==> config.mk <==
export PLATFORM = sky130hd
export DESIGN_NAME = return_stack
export DESIGN_NICKNAME = d
export VERILOG_FILES = /design/src/rtl/return_stack_pkg.sv /design/src/rtl/return_stack.sv
export SDC_FILE = /design/constraint.sdc
export NUM_CORES = 1
export LEC_CHECK = 0
export ABC_AREA = 1
export BUFFER_PORTS_ARGS = -buffer_cell sky130_fd_sc_hd__buf_2
export CAP_MARGIN = 20
export CORE_AREA = 10 10 65 77
export CTS_CLUSTER_DIAMETER = 60
export CTS_CLUSTER_SIZE = 16
export DETAILED_ROUTE_END_ITERATION = 10
export DIE_AREA = 0 0 75 87
export PLACE_DENSITY = 0.9
export SLEW_MARGIN = 20
export SYNTH_ARGS = -nofsm -noshare
export SYNTH_HDL_FRONTEND = slang
export SYNTH_SLANG_ARGS = --single-unit
==> constraint.sdc <==
create_clock -name clk -period 4.3 [get_ports clk]
set_clock_uncertainty 0.2 [all_clocks]
set_input_delay 1.29 -clock clk [delete_from_list [all_inputs] [get_ports clk]]
set_output_delay 1.29 -clock clk [all_outputs]
set_load 0.005 [all_outputs]
==> src/rtl/return_stack_pkg.sv <==
// Shared constants and operation decode for the return-address stack.
// RS_ADDR_W   : program address width (PC width)
// RS_DEPTH    : number of stack entries (power of two, >= 2)
// RS_PTR_W    : log2(RS_DEPTH)
// op_e        : what one clock edge does to the stack, decoded from push/pop
package return_stack_pkg;

  localparam int RS_ADDR_W = 8;
  localparam int RS_DEPTH  = 4;
  localparam int RS_PTR_W  = $clog2(RS_DEPTH);

  typedef enum logic [1:0] {
    OP_NONE    = 2'b00,
    OP_PUSH    = 2'b01,
    OP_POP     = 2'b10,
    OP_REPLACE = 2'b11   // push and pop together: overwrite the top in place
  } op_e;

  function automatic op_e decode_op(input logic push, input logic pop);
    op_e op;
    case ({pop, push})
      2'b01:   op = OP_PUSH;
      2'b10:   op = OP_POP;
      2'b11:   op = OP_REPLACE;
      default: op = OP_NONE;
    endcase
    return op;
  endfunction

endpackage

==> src/rtl/return_stack.sv <==
// Circular return-address stack with saturating occupancy and sticky
// overflow/underflow flags. Consumes the decoder's JMS/BBL strobes and feeds
// the top entry to the PC input mux.
//
// Ports:
//   clk        core clock, state updates on the rising edge
//   rst_n      asynchronous active-low reset
//   push       push strobe (JMS)
//   pop        pop strobe (BBL)
//   push_addr  return address to store
//   clr_err    synchronous clear of the sticky flags (a same-edge set wins)
//   ret_addr   current top entry, mem[sp-1 mod DEPTH], combinational
//   depth      occupancy 0..DEPTH
//   empty      depth == 0
//   full       depth == DEPTH
//   overflow   sticky: a push happened while full
//   underflow  sticky: a pop happened while empty
//
// Strobe semantics: there is no valid/ready handshake. Every cycle in which
// push or pop is high is one operation, so a strobe held N cycles acts N
// times; the stack is always ready and ret_addr is always valid (stale after
// an underflow).
module return_stack
  import return_stack_pkg::*;
#(
  parameter int ADDR_W = RS_ADDR_W,
  parameter int DEPTH  = RS_DEPTH,
  parameter int PTR_W  = RS_PTR_W
) (
  input  logic              clk,
  input  logic              rst_n,
  input  logic              push,
  input  logic              pop,
  input  logic [ADDR_W-1:0] push_addr,
  input  logic              clr_err,
  output logic [ADDR_W-1:0] ret_addr,
  output logic [PTR_W:0]    depth,
  output logic              empty,
  output logic              full,
  output logic              overflow,
  output logic              underflow
);

  localparam logic [PTR_W:0]   DEPTH_MAX = (PTR_W+1)'(DEPTH);
  localparam logic [PTR_W:0]   DEPTH_ONE = (PTR_W+1)'(1);
  localparam logic [PTR_W-1:0] PTR_ONE   = PTR_W'(1);

  logic [ADDR_W-1:0] mem [DEPTH];
  logic [PTR_W-1:0]  sp;        // next free slot; top is sp-1
  logic [PTR_W-1:0]  sp_top;
  logic [PTR_W:0]    depth_q;
  logic              overflow_q;
  logic              underflow_q;
  logic              set_ovf;
  logic              set_unf;
  op_e               op;

  always_comb begin
    op       = decode_op(push, pop);
    sp_top   = sp - PTR_ONE;   // modulo DEPTH by width
    empty    = (depth_q == '0);
    full     = (depth_q == DEPTH_MAX);
    set_ovf  = (op == OP_PUSH) && full;
    set_unf  = (op == OP_POP) && empty;
  end

  // Read of the pre-edge top: during the BBL cycle this is the address being
  // popped, which the PC loads on the same edge.
  assign ret_addr  = mem[sp_top];
  assign depth     = depth_q;
  assign overflow  = overflow_q;
  assign underflow = underflow_q;

  always_ff @(posedge clk or negedge rst_n) begin
    if (!rst_n) begin
      for (int i = 0; i < DEPTH; i++) mem[i] <= '0;
      sp          <= '0;
      depth_q     <= '0;
      overflow_q  <= 1'b0;
      underflow_q <= 1'b0;
    end else begin
      case (op)
        OP_PUSH: begin
          // When full the write lands on the oldest entry (circular wrap).
          mem[sp] <= push_addr;
          sp      <= sp + PTR_ONE;
          if (!full) depth_q <= depth_q + DEPTH_ONE;
        end
        OP_POP: begin
          // sp wraps even when empty; depth saturates at zero.
          sp <= sp - PTR_ONE;
          if (!empty) depth_q <= depth_q - DEPTH_ONE;
        end
        OP_REPLACE: begin
          mem[sp_top] <= push_addr;
        end
        default: ;
      endcase
      // Set has priority over clear.
      overflow_q  <= set_ovf | (overflow_q  & ~clr_err);
      underflow_q <= set_unf | (underflow_q & ~clr_err);
    end
  end

endmodule

==> summary.md <==
| Metric | Value |
|---|---|
| Outcome | `complete, no violations` |
| Synth Instances | `228` |
| Setup repair bufs after CTS | `0` |
| Total Power | `1.622 mW` |
| RePlAce Congestion | `0.7918` |
| Clk buf depth | `2` |
| Max Freq | `297.8 MHz` |
| Commonest cells after routing, fill and taps aside | `40 x nand2_1, 39 x dfrtp_1, 27 x o21ai_0, 27 x buf_2` |
| Initial core utilization | `56.65%` |
| Post-route DRC | `0` |
| Fillers | `301` |
| Register area share after synthesis | `48.21%` |
| PortBufs | `27` |
| Synth cell types | `26` |
| Maxcap violations | `0` |
| Leak | `1.113 nW` |
| Grt ovf | `0` |
| Worst Tran Pin Value | `0.8424 ns` |
| Pre-antenna DRT Iters | `6` |
| CTS buffer count | `5` |
| RSZ-0062 raised after global routing | `false` |
| GRT Util Overall | `14.02%` |
| Clock Latency Late Sink | `0.30 ns` |
| Die X | `75 um` |
| Worst path most repeated cell | `inv_1` |
| CP arrival | `1.87 ns` |
| Detailed placement HPWL | `2.955 mm` |
| Reg clk slew, reported paths | `0.08 ns` |
| Avg Inst Size Synth | `8.879 um2` |
| Detail Route Antenna Nets | `0` |
| Initial antenna violation count | `0` |
| CTS tree | `yes` |
| Max Slew Vio Count | `0` |
| Final hold vios | `0` |
| Htree depth | `2` |
| Async SR Flop Fraction | `100.0%` |
| Core area | `3573 um2` |
| Ports | `28` |
| Worst Path Required | `2.81 ns` |
| Post_cts resized | `0` |
| Reg-to-Reg End | `mem[24]$_DFFE_PN0P_` |
| Kind of critical path | `register to primary output` |
| RR Startpoint | `sp[0]$_DFFE_PN0P_` |
| Yosys warnings | `0` |
| Final std cells w/o fill | `296` |
| Max VDD drop | `431.6 uV` |
| Commonest non-fill, non-tap cell in the layout | `nand2_1` |
| Reg area | `975.9 um2` |
| Vias in the first global route | `1609` |
| Rows | `24` |
| #FFs+latches synth | `39` |
| Area of the multi-input gates | `870.8 um2` |
| CP Launch Type | `register` |
| Reg2Reg Depth | `5` |
| Via/cell ratio | `5.456` |
| Tightest Hold Check Type | `register to register` |
| Initial DRC count | `96` |
| Clock sink count | `39` |
| WL final | `4.166 mm` |
| CP max FO | `10` |
| Die area | `6525 um2` |
| Critical Path End | `ret_addr[1]` |
| Avg WL per Cell | `14.07 um` |
| Crit. End Element | `primary output` |
| First-pass GRT wire length | `7.127 mm` |
| Net Count, Synth | `249` |
| Cell total after placement | `288` |
| Die Y | `87 um` |
| Cells along the critical path | `inv_1 > ha_1 > inv_1 > o21ai_0 > o22ai_1 > buf_2` |
| Area delta synth->final | `10.26%` |
| Synth Flop Type | `dfrtp_1` |
| Largest net degree at the start of global routing | `40` |
| Worst setup path start | `sp[1]$_DFFE_PN0P_` |
| Share of cells above drive strength 1 | `25.29%` |
| CP peak stage delay | `0.40 ns` |
| Via count | `1615` |
| ANT cells | `0` |
| Layout net count | `277` |
| Root buf cell | `clkbuf_8` |
| Cts hold-fix bufs | `0` |
| Final setup fails | `0` |
| Slowest CP cell | `dfrtp_1` |
| Synthesized cell area | `2024 um2` |
| Min Tclk post-route | `3.357 ns` |
| Fin crit share | `78.08%` |
| Slew HR | `43.84%` |
| R2R Setup Slk | `2.32 ns` |
| Post-synth EDFFs | `0` |
| Setup TNS | `0 ns` |
| Pwr Density | `726.4 nW/um2` |
[per-stage QoR]
stage               cell area (um2)  hold WS, ns  worst slack [ns]  util, %
finish                         2232       0.2829            0.9425    62.47
global route                   2232       0.3109            0.7678    62.47
CTS                            2232       0.2835            0.9661    62.47
detailed placement             2147       0.2666             1.299    60.08
global placement               2147       0.2578             1.362    60.08
floorplan                      2024       0.2478             1.270        -
[state kept, by name, indices dropped and copies added, names as in the netlist]
signal	flops
depth	3
mem	32
overflow	1
sp	2
underflow	1
[worst min path at each step]
stage	from	endpoint	slack, ns	cells after the start
final	mem[9]$_DFFE_PN0P_	mem[9]$_DFFE_PN0P_	0.28	2
after global routing	mem[10]$_DFFE_PN0P_	mem[10]$_DFFE_PN0P_	0.31	2
after CTS	mem[9]$_DFFE_PN0P_	mem[9]$_DFFE_PN0P_	0.28	2
after detailed placement	mem[9]$_DFFE_PN0P_	mem[9]$_DFFE_PN0P_	0.27	2
after global placement	mem[9]$_DFFE_PN0P_	mem[9]$_DFFE_PN0P_	0.26	2
after floorplan	mem[16]$_DFFE_PN0P_	mem[16]$_DFFE_PN0P_	0.25	2
[critical path, delay by kind of cell (launching register included)]
| family | cells | cell delay (ns) |
|---|---|---|
| AOI/OAI and AO/OA | 2 | 0.29 |
| adders and majority gates | 1 | 0.40 |
| buffers and inverters | 3 | 0.48 |
| DFF | 1 | 0.40 |
[Yosys cell counts, types with 3 or more instances]
master   instances  area share (%)
nand2_2          4             1.2
dfrtp_1         39              48
buf_2            3            0.74
o22ai_1          8             2.5
o21ai_2         18             7.8
buf_6            3             1.7
a21oi_1          6             1.5
nand3_1          3            0.74
nand2_1         40             7.4
inv_1           26             4.8
o21ai_0         27             6.7
ha_1             7             4.3
nor2_1          26             4.8
[kinds of logic after synthesis]
kind of cell,Yosys count,synth area share (%)
simple gates,81,17.06
xor+xnor,2,0.8654
buf+inv,35,8.776
compound gates,63,19.78
fa+ha+maj,8,5.315
flops,39,48.21
[cell type report]
cell class / count / area share (%)
flip-flops and latches: 39 / 43.72
multi-input cells: 154 / 39.01
repair buffers: 29 / 6.726
inverters: 27 / 4.540
clock buffers: 6 / 3.251
well taps: 39 / 2.186
clock inverters: 2 / 0.5605
[per-layer routing]
layer  GRT usage, %  up-vias  share of wire, %
li1               -      792                 -
met4          5.690        0               1.8
met1          15.18      778                39
met2          24.22       38                52
met5              0        -                 0
met3          4.566        7               6.8
[power by group]
group / internal (mW) / total, mW / switching [mW]
Combinational: 0.318 / 0.768 / 0.450
Clock: 0.113 / 0.246 / 0.133
Sequential: 0.513 / 0.607 / 0.0943
Note: power is estimated with default switching activity, not from simulation.
